[src/rtl/safebox_lock_ctrl.sv]
// Keypad safe controller: 4-digit BCD code entry, code reprogramming while open,
// auto-relock timer and a timed lockout after repeated wrong attempts.
module safebox_lock_ctrl #(
    parameter logic [15:0] DEFAULT_CODE   = 16'h1234,
    parameter int unsigned MAX_FAIL       = 3,
    parameter int unsigned OPEN_CYCLES    = 500_000_000,
    parameter int unsigned LOCKOUT_CYCLES = 1_500_000_000
) (
    input  logic       clk,
    input  logic       rst_n,
    input  logic       key_pulse,
    input  logic [3:0] key_code,
    output logic       locked,
    output logic       open,
    output logic       alarm,
    output logic [2:0] digit_cnt,
    output logic [1:0] fail_cnt,
    output logic [2:0] state
);

    typedef enum logic [2:0] {
        ST_LOCKED  = 3'd0,
        ST_CHECK   = 3'd1,
        ST_OPEN    = 3'd2,
        ST_PROGRAM = 3'd3,
        ST_LOCKOUT = 3'd4
    } state_t;

    localparam logic [3:0]  KEY_ENTER   = 4'd10;
    localparam logic [3:0]  KEY_CLEAR   = 4'd11;
    localparam logic [3:0]  KEY_PROGRAM = 4'd12;
    localparam logic [1:0]  FAIL_LIMIT  = 2'(MAX_FAIL);
    localparam logic [31:0] OPEN_LOAD   = 32'(OPEN_CYCLES);
    localparam logic [31:0] LOCK_LOAD   = 32'(LOCKOUT_CYCLES);

    state_t      r_state;
    state_t      w_state_nxt;
    logic [15:0] r_buf;
    logic [15:0] w_buf_nxt;
    logic [15:0] r_code;
    logic [15:0] w_code_nxt;
    logic [2:0]  r_cnt;
    logic [2:0]  w_cnt_nxt;
    logic [1:0]  r_fail;
    logic [1:0]  w_fail_nxt;
    logic [1:0]  w_fail_inc;
    logic [31:0] r_open_tmr;
    logic [31:0] w_open_tmr_nxt;
    logic [31:0] r_lock_tmr;
    logic [31:0] w_lock_tmr_nxt;
    logic        r_locked;
    logic        r_open;
    logic        r_alarm;
    logic        w_locked_nxt;
    logic        w_open_nxt;
    logic        w_alarm_nxt;

    logic w_digit;
    logic w_enter;
    logic w_clear;
    logic w_prog;
    logic w_room;
    logic w_match;

    assign w_digit    = key_pulse && (key_code <= 4'd9);
    assign w_enter    = key_pulse && (key_code == KEY_ENTER);
    assign w_clear    = key_pulse && (key_code == KEY_CLEAR);
    assign w_prog     = key_pulse && (key_code == KEY_PROGRAM);
    assign w_room     = (r_cnt < 3'd4);
    assign w_match    = (r_cnt == 3'd4) && (r_buf == r_code);
    assign w_fail_inc = r_fail + 2'd1;

    always_ff @(posedge clk or negedge rst_n) begin
        if (!rst_n) begin
            r_state    <= ST_LOCKED;
            r_buf      <= 16'h0000;
            r_code     <= DEFAULT_CODE;
            r_cnt      <= 3'd0;
            r_fail     <= 2'd0;
            r_open_tmr <= 32'd0;
            r_lock_tmr <= 32'd0;
            r_locked   <= 1'b1;
            r_open     <= 1'b0;
            r_alarm    <= 1'b0;
        end else begin
            r_state    <= w_state_nxt;
            r_buf      <= w_buf_nxt;
            r_code     <= w_code_nxt;
            r_cnt      <= w_cnt_nxt;
            r_fail     <= w_fail_nxt;
            r_open_tmr <= w_open_tmr_nxt;
            r_lock_tmr <= w_lock_tmr_nxt;
            r_locked   <= w_locked_nxt;
            r_open     <= w_open_nxt;
            r_alarm    <= w_alarm_nxt;
        end
    end

    always_comb begin
        w_state_nxt    = r_state;
        w_buf_nxt      = r_buf;
        w_code_nxt     = r_code;
        w_cnt_nxt      = r_cnt;
        w_fail_nxt     = r_fail;
        w_open_tmr_nxt = r_open_tmr;
        w_lock_tmr_nxt = r_lock_tmr;

        unique case (r_state)
            ST_LOCKED: begin
                if (w_digit) begin
                    if (w_room) begin
                        w_buf_nxt = {r_buf[11:0], key_code};
                        w_cnt_nxt = r_cnt + 3'd1;
                    end
                end else if (w_clear) begin
                    w_buf_nxt = 16'h0000;
                    w_cnt_nxt = 3'd0;
                end else if (w_enter) begin
                    w_state_nxt = ST_CHECK;
                end
            end
            ST_CHECK: begin
                w_buf_nxt = 16'h0000;
                w_cnt_nxt = 3'd0;
                if (w_match) begin
                    w_state_nxt    = ST_OPEN;
                    w_fail_nxt     = 2'd0;
                    w_open_tmr_nxt = OPEN_LOAD;
                end else begin
                    w_fail_nxt = w_fail_inc;
                    if (w_fail_inc == FAIL_LIMIT) begin
                        w_state_nxt    = ST_LOCKOUT;
                        w_lock_tmr_nxt = LOCK_LOAD;
                    end else begin
                        w_state_nxt = ST_LOCKED;
                    end
                end
            end
            // Expiry takes priority over any key seen in the same cycle.
            ST_OPEN: begin
                if (r_open_tmr <= 32'd1) begin
                    w_open_tmr_nxt = 32'd0;
                    w_state_nxt    = ST_LOCKED;
                end else begin
                    w_open_tmr_nxt = r_open_tmr - 32'd1;
                    if (w_enter) begin
                        w_open_tmr_nxt = 32'd0;
                        w_state_nxt    = ST_LOCKED;
                    end else if (w_prog) begin
                        w_buf_nxt   = 16'h0000;
                        w_cnt_nxt   = 3'd0;
                        w_state_nxt = ST_PROGRAM;
                    end
                end
            end
            ST_PROGRAM: begin
                if (w_digit) begin
                    if (w_room) begin
                        w_buf_nxt = {r_buf[11:0], key_code};
                        w_cnt_nxt = r_cnt + 3'd1;
                    end
                end else if (w_enter) begin
                    if (r_cnt == 3'd4) begin
                        w_code_nxt     = r_buf;
                        w_buf_nxt      = 16'h0000;
                        w_cnt_nxt      = 3'd0;
                        w_open_tmr_nxt = OPEN_LOAD;
                        w_state_nxt    = ST_OPEN;
                    end
                end else if (w_clear) begin
                    w_buf_nxt      = 16'h0000;
                    w_cnt_nxt      = 3'd0;
                    w_open_tmr_nxt = OPEN_LOAD;
                    w_state_nxt    = ST_OPEN;
                end
            end
            ST_LOCKOUT: begin
                if (r_lock_tmr <= 32'd1) begin
                    w_lock_tmr_nxt = 32'd0;
                    w_fail_nxt     = 2'd0;
                    w_state_nxt    = ST_LOCKED;
                end else begin
                    w_lock_tmr_nxt = r_lock_tmr - 32'd1;
                end
            end
            default: begin
                w_state_nxt = ST_LOCKED;
            end
        endcase
    end

    // Outputs are decoded from the next state so the registered copies track r_state.
    always_comb begin
        w_locked_nxt = (w_state_nxt == ST_LOCKED) || (w_state_nxt == ST_CHECK) ||
                       (w_state_nxt == ST_LOCKOUT);
        w_open_nxt   = ~w_locked_nxt;
        w_alarm_nxt  = (w_state_nxt == ST_LOCKOUT);
    end

    assign locked    = r_locked;
    assign open      = r_open;
    assign alarm     = r_alarm;
    assign digit_cnt = r_cnt;
    assign fail_cnt  = r_fail;
    assign state     = r_state;

endmodule

[config.mk]
export PLATFORM = sky130hd
export DESIGN_NAME = safebox_lock_ctrl
export DESIGN_NICKNAME = d
export VERILOG_FILES = /design/src/rtl/safebox_lock_ctrl.sv
export SDC_FILE = /design/constraint.sdc
export NUM_CORES = 1
export LEC_CHECK = 0
export ABC_CLOCK_PERIOD_IN_PS = 3300
export BUFFER_PORTS_ARGS = -buffer_cell sky130_fd_sc_hd__buf_2
export CAP_MARGIN = 10
export CELL_PAD_IN_SITES_DETAIL_PLACEMENT = 1
export CELL_PAD_IN_SITES_GLOBAL_PLACEMENT = 1
export CORE_UTILIZATION = 49
export CTS_CLUSTER_SIZE = 12
export DETAILED_ROUTE_END_ITERATION = 8
export GPL_TIMING_DRIVEN = 0
export PLACE_DENSITY_LB_ADDON = 0.15
export SYNTH_ARGS = -nofsm -noshare
export SYNTH_HDL_FRONTEND = slang
export SYNTH_SLANG_ARGS = --single-unit
[constraint.sdc]
create_clock -name clk -period 3.3 [get_ports clk]
set_input_delay 0.99 -clock clk [delete_from_list [all_inputs] [get_ports clk]]
set_output_delay 0.99 -clock clk [all_outputs]
set_load 0.01 [all_outputs]
Word level (Yosys, flattened, before mapping) --
Index checks and enable logic that the tools add are counted.
Operators by class: equality and inequality tests 23, add/sub/neg operators 4, bitwise logic cells 2, magnitude comparators 4, mux-type cells 49, reduce and logical (&&, ||, !) cells 17
Operators with widths (count):
- 32-bit two-way mux | 10
- 16-bit two-way mux | 9
- 32-bit case mux with 3 select lines | 1
- 3-bit two-way mux | 22
- 32-bit by 1-bit less-or-equal comparator with 1-bit output (second input constant) | 2
- 16-bit case mux with 4 select lines | 1
- 32-bit case mux with 2 select lines | 1
- 32-bit by 1-bit subtractor with 32-bit output (second input constant) | 2
- 16-bit == test | 1
- 2-bit != test (second input constant) | 8
- 3-bit case mux with 5 select lines | 1
- 4-bit == test (second input constant) | 3
- 3-bit case mux with 4 select lines | 1
- 5-bit AND reduction | 2
- 3-bit == test (second input constant) | 3
- 3-bit by 1-bit == test with 1-bit output (second input constant) | 2
- 3-bit by 2-bit == test with 1-bit output (second input constant) | 2
- 3-bit zero test | 2
- 3-bit != test (second input constant) | 2
- 1-bit logical AND | 5
- 4-bit less-or-equal comparator (second input constant) | 1
- 2-bit two-way mux | 2
- 4-bit != test (second input constant) | 1
- 2-bit case mux with 2 select lines | 1
- other kinds (12) | 14
Storage, ports and cells: input port bits 7, output and inout port bits 11, bits in registers 107, logic and storage cells 109

Longest topological paths before layout --
depth in word-level cells 10, depth in mapped cells 9, gate-level depth less buffers 8

Worst setup path before layout --
No wires, ideal clock.
path type input port to flip-flop, start point in key_code[0], end point reg r_buf[0], slack 0.592 ns, stages 7, data required time 3.179 ns, path buffers 1, data arrival time 2.587 ns, library setup time 0.121 ns, cell sequence nand3b_1 or3b_2 a31o_2 a21oi_1 o21ai_2 buf_2 a22o_1
Between the ends: longest elaborated chain between the ends 6, elaborated cells on any way between the ends 18, those cells by class order compare: 1; eq/ne: 6; mux: 6; reduce/logical: 5
RTL lines:
- start, declared | line 12 | input logic [3:0] key_code,
- 4-bit == test | line 67 | assign w_clear = key_pulse && (key_code == KEY_CLEAR);
- 1-bit logical AND | line 67
- 16-bit two-way mux
- 16-bit two-way mux | line 162 | end else if (w_enter) begin
- 16-bit two-way mux | line 157 | if (w_digit) begin
- 16-bit case mux with 4 select lines | line 108 | unique case (r_state)
- end signal, assigned | line 87 | r_buf <= w_buf_nxt;
- end, declared | line 38 | logic [15:0] r_buf;
Parallel ways exist; a longest one is shown, timed or not. A chain may end at the register's enable or synchronous reset.

Final worst setup path --
start point reg r_cnt[0] (netlist: digit_cnt[0]), end point reg r_lock_tmr[19]
Between the ends: longest elaborated chain between the ends 4
RTL lines:
- start, declared | line 42 | logic [2:0] r_cnt;
- start signal, assigned | line 89 | r_cnt <= w_cnt_nxt;
- 3-bit == test | line 70 | assign w_match = (r_cnt == 3'd4) && (r_buf == r_code);
- 1-bit logical AND | line 70
- 2-bit != test (no line)
- 3-bit AND reduction (no line)
- end signal, assigned | line 92 | r_lock_tmr <= w_lock_tmr_nxt;
- end, declared | line 49 | logic [31:0] r_lock_tmr;
Every way passes these cells.

==> run summary <==
After clock tree synthesis, the repair step resized 0 gates. The number of max-cap violations is 0. In this run the top signal layer used is met4.

The warning count from the yosys run is 0. The total grt overflow came out at 0. The setup path with the least slack is of type reg2reg. The endpoint identified for the worst register-to-register timing path is r_lock_tmr[19].

Based on the critical path, the design can be clocked at up to 335 MHz. From bottom edge to top edge, the die measures 110 µm. The die footprint came out at 12,100 µm². The flow ran to the end, and the final reports show no timing, DRC or antenna violations. The tree is rooted in a sky130_fd_sc_hd__clkbuf_16. The detailed router finished its first iteration with 395 violations. Yosys attributes the largest share of cell area to sky130_fd_sc_hd__dfrtp_1, sky130_fd_sc_hd__mux2_2, sky130_fd_sc_hd__a22o_1. The post-route netlist has 13.8% of its cells at a drive strength greater than 1. The largest fanout on the critical path came out at 10.

The most frequent standard cell in the layout excluding fill and tap cells is sky130_fd_sc_hd__dfrtp_1. The count of standard-cell rows came out at 39. The count of mapped cells out of synthesis came out at 582. Leaving out fill and tap cells, the most frequent cells in the layout are sky130_fd_sc_hd__dfrtp_1, sky130_fd_sc_hd__nor2_1, sky130_fd_sc_hd__nor3_1, sky130_fd_sc_hd__nand2_1, sky130_fd_sc_hd__a21oi_1. The number of enable-type register cells in the synthesized netlist came out at 0. Data arrives at the worst endpoint at 3.21 ns. The area growth from synthesis to layout is 10.1%. For this design, the slowest cell found on the critical path is sky130_fd_sc_hd__nor4_1. For the worst flop-to-flop path, the logic depth is 8. For hold timing, the worst endpoint is r_open_tmr[6]. The post-synthesis average cell area came out at 9.85 µm². The final setup violation count is 0. In this run the register-to-register setup slack is 0.31 ns. The number of synthesized register bits came out at 107. The leading area contributor after synthesis is sky130_fd_sc_hd__dfrtp_1. Global routing used 26.5% of the available tracks. The areal power density over the cells came out at 833 nW/µm². The clock-pin slew reported for the worst setup and hold paths after clock tree synthesis came out at 0.08 ns. The normalized max-slew margin is 39.0%.

The post-detailed-route via-to-cell ratio is 6.30. At the end of the flow, the number of nets in the layout was 625. The post-synth design cell area came out at 5730 µm². The congestion estimate from routability-driven global placement came to 0.815.

The number of antenna violations at the first check in global routing is 0. In this run the tool buffered the top-level ports with 17 buffer cells. The cell depth of the worst min-delay path is 1. TritonCTS built the clock tree.

The minimum clock period came out at 2.99 ns. The clock passes through at most 2 buffers. STA classifies the critical path startpoint as a flop.

The repair_antennas step left the layout with diodes totalling 0. The routed via count is 4,783. Wires add up to 15,100 µm. The first global-routing pass estimated 24,600 µm of wire. The top-level port count came out at 18. The count of H-tree levels built during CTS came out at 3. The count of nets left with antenna violations once routing finished came out at 0. The die is 110 µm wide. Setup repair after global routing left no endpoint under its margin. The largest single stage delay on the critical path is 0.68 ns. Clock latency on the worst-skew pair, taken at its later pin, is 0.35 ns. The wire length on met3 came out at 420 µm.

The total leakage power is 2.76 nW. Entering global routing, the biggest net connects 57 pins. The number of iterations in the first detailed-routing pass is 4.

The routed design uses 7280 µm of met2 wire. STA classifies the critical path endpoint as a flop. The setup skew after layout came out at 0.00671 ns. In this run the worst hold path is classified as reg2reg.

The count of final max-slew check failures is 0. The count of unique library cells instantiated by Yosys came out at 68. The count of unresolved DRC violations after routing is 0. Hold timing on the final database bottoms out at a slack of 0.510 ns. The total negative slack for setup checks came out at 0 ns. The number of global-route vias before repair came out at 4,964.

The initial core utilization came out at 50.2%. The final hold violation count came out at 0. The number of setup buffers added after CTS is 0. The worst vdd rail ir drop is 0.000564 V.

The post-DP HPWL came out at 10,800 µm. The required time of the worst setup path came out at 3.52 ns. After detailed routing, the wire length on met1 is 7200 µm.

Traced cell by cell, the critical path runs through inv_1, ha_1, nand2_1, nor4_1, a21oi_1, nor2_1, clkbuf_1, a211oi_1. The net count after synthesis came out at 596. The total CTS buffers is 9. After detailed routing, the average wire length per cell comes to 19.9 µm.

The final period utilization is 90.5%. The TritonCTS sink count is 107. The number of buffers and inverters on the critical path is 2.

In the synthesized netlist the dominant register cell turns out to be sky130_fd_sc_hd__dfrtp_1. Cells fill 55.3% of the core in the end. The post-layout instance count excluding filler cells came out at 759. The share of synthesized area in the top cell type comes to 44.1%. Broken down by cell family, the worst path's largest delay share belongs to simple AND/OR/NAND/NOR gates. The async set or reset register ratio after synthesis is 100%. The slew at the pin with the worst max-slew slack came out at 0.915 ns. The number of hold buffers added after cts came out at 0. The floorplan step defined a core boundary enclosing 11,400 µm².

The startpoint of the tightest hold check path is r_open_tmr[6]. The number of placed instances, taps included, is 743. Of the synthesized area, sequential elements account for 46.8%. In this run the critical register-to-register path is launched from digit_cnt[0].
-- layer usage --
| metal | vias to the layer above | track usage (%) |
|---|---|---|
| met4 | 0 | 9.96 |
| met1 | 2448 | 35.4 |
| met3 | 19 | 3.59 |
| met2 | 64 | 43.9 |
| met5 | - | 0 |
| li1 | 2252 | - |
-- layout make-up --
class / count / area, µm²
sequential: 107 / 2690
inverter: 19 / 71.3
clock buffer: 9 / 225
buffer: 25 / 106
clock inverter: 7 / 58.8
tap: 143 / 179
fill: 1285 / 5110
multi-input combinational: 431 / 2870
timing repair buffer: 18 / 115
-- cells by family (layout without fill, tap and decap cells) --
| group | count (synthesis) | in the layout | share of synthesized area (%) |
|---|---|---|---|
| AOI/OAI and AO/OA | 159 | 159 | 19.4 |
| and+or+nand+nor | 223 | 223 | 21.9 |
| DFF | 107 | 107 | 46.8 |
| adders and majority gates | 7 | 7 | 1.53 |
| muxes | 22 | 22 | 4.23 |
| buffers and inverters | 44 | 78 | 3.10 |
| xor gates and xnor gates | 20 | 20 | 3.06 |
-- worst max path at each step --
stage	from	end	cells past startpoint
after floorplan	key_code[0]	r_buf[0]	7
after global placement	rst_n	r_open_tmr[15]	1
after detailed placement	key_code[2]	r_buf[0]	7
after CTS	r_code[9]	r_lock_tmr[19]	7
after global routing	digit_cnt[0]	r_lock_tmr[19]	8
final	digit_cnt[0]	r_lock_tmr[19]	8
-- synth_stat cells, types with 6 or more instances --
cell type and number:
sky130_fd_sc_hd__dfstp_2 6, sky130_fd_sc_hd__mux2_2 18, sky130_fd_sc_hd__o21ai_0 31, sky130_fd_sc_hd__nand3_1 13, sky130_fd_sc_hd__or4_1 10, sky130_fd_sc_hd__inv_1 19
sky130_fd_sc_hd__a22o_1 20, sky130_fd_sc_hd__a21o_1 8, sky130_fd_sc_hd__xnor2_1 19, sky130_fd_sc_hd__nor3_1 35, sky130_fd_sc_hd__nor2_1 40, sky130_fd_sc_hd__ha_1 7
sky130_fd_sc_hd__a31oi_1 6, sky130_fd_sc_hd__clkbuf_1 19, sky130_fd_sc_hd__nand2_1 34, sky130_fd_sc_hd__and3_1 15, sky130_fd_sc_hd__nor4_1 16, sky130_fd_sc_hd__a211o_1 9
sky130_fd_sc_hd__nand4_1 9, sky130_fd_sc_hd__dfrtp_1 101, sky130_fd_sc_hd__a21oi_1 33, sky130_fd_sc_hd__or3_1 13
-- power by group --
part           switching (W)  internal (W)
Combinational        0.00125      0.000797
Clock               0.000523      0.000526
Sequential          0.000470       0.00169
Total                0.00225       0.00301
-- registers in the layout, summed over array words and instances, names as in the netlist --
register and cells:
r_lock_tmr 32, r_open_tmr 32, r_buf 16, r_code 16
digit_cnt 3, state 3, fail_cnt 2, alarm 1
locked 1, open 1
-- per-stage QoR --
stage               cell area (µm²)  total power [W]  worst slack [ns]
global placement               6000          0.00407          -0.00457
CTS                            6310          0.00529             0.305
finish                         6310          0.00526             0.315
global route                   6310          0.00560            0.0936
floorplan                      5730          0.00352             0.592
detailed placement             6030          0.00421            0.0373
-- worst register-to-register path, cell delays in order (launching register included) --
cell                       delay (ns)
sky130_fd_sc_hd__dfrtp_1         0.43
sky130_fd_sc_hd__inv_1           0.08
sky130_fd_sc_hd__ha_1            0.16
sky130_fd_sc_hd__nand2_1         0.09
sky130_fd_sc_hd__nor4_1          0.68
sky130_fd_sc_hd__a21oi_1         0.30
sky130_fd_sc_hd__nor2_1          0.52
sky130_fd_sc_hd__clkbuf_1        0.46
sky130_fd_sc_hd__a211oi_1        0.15
Power figures use the tool's default switching activity.
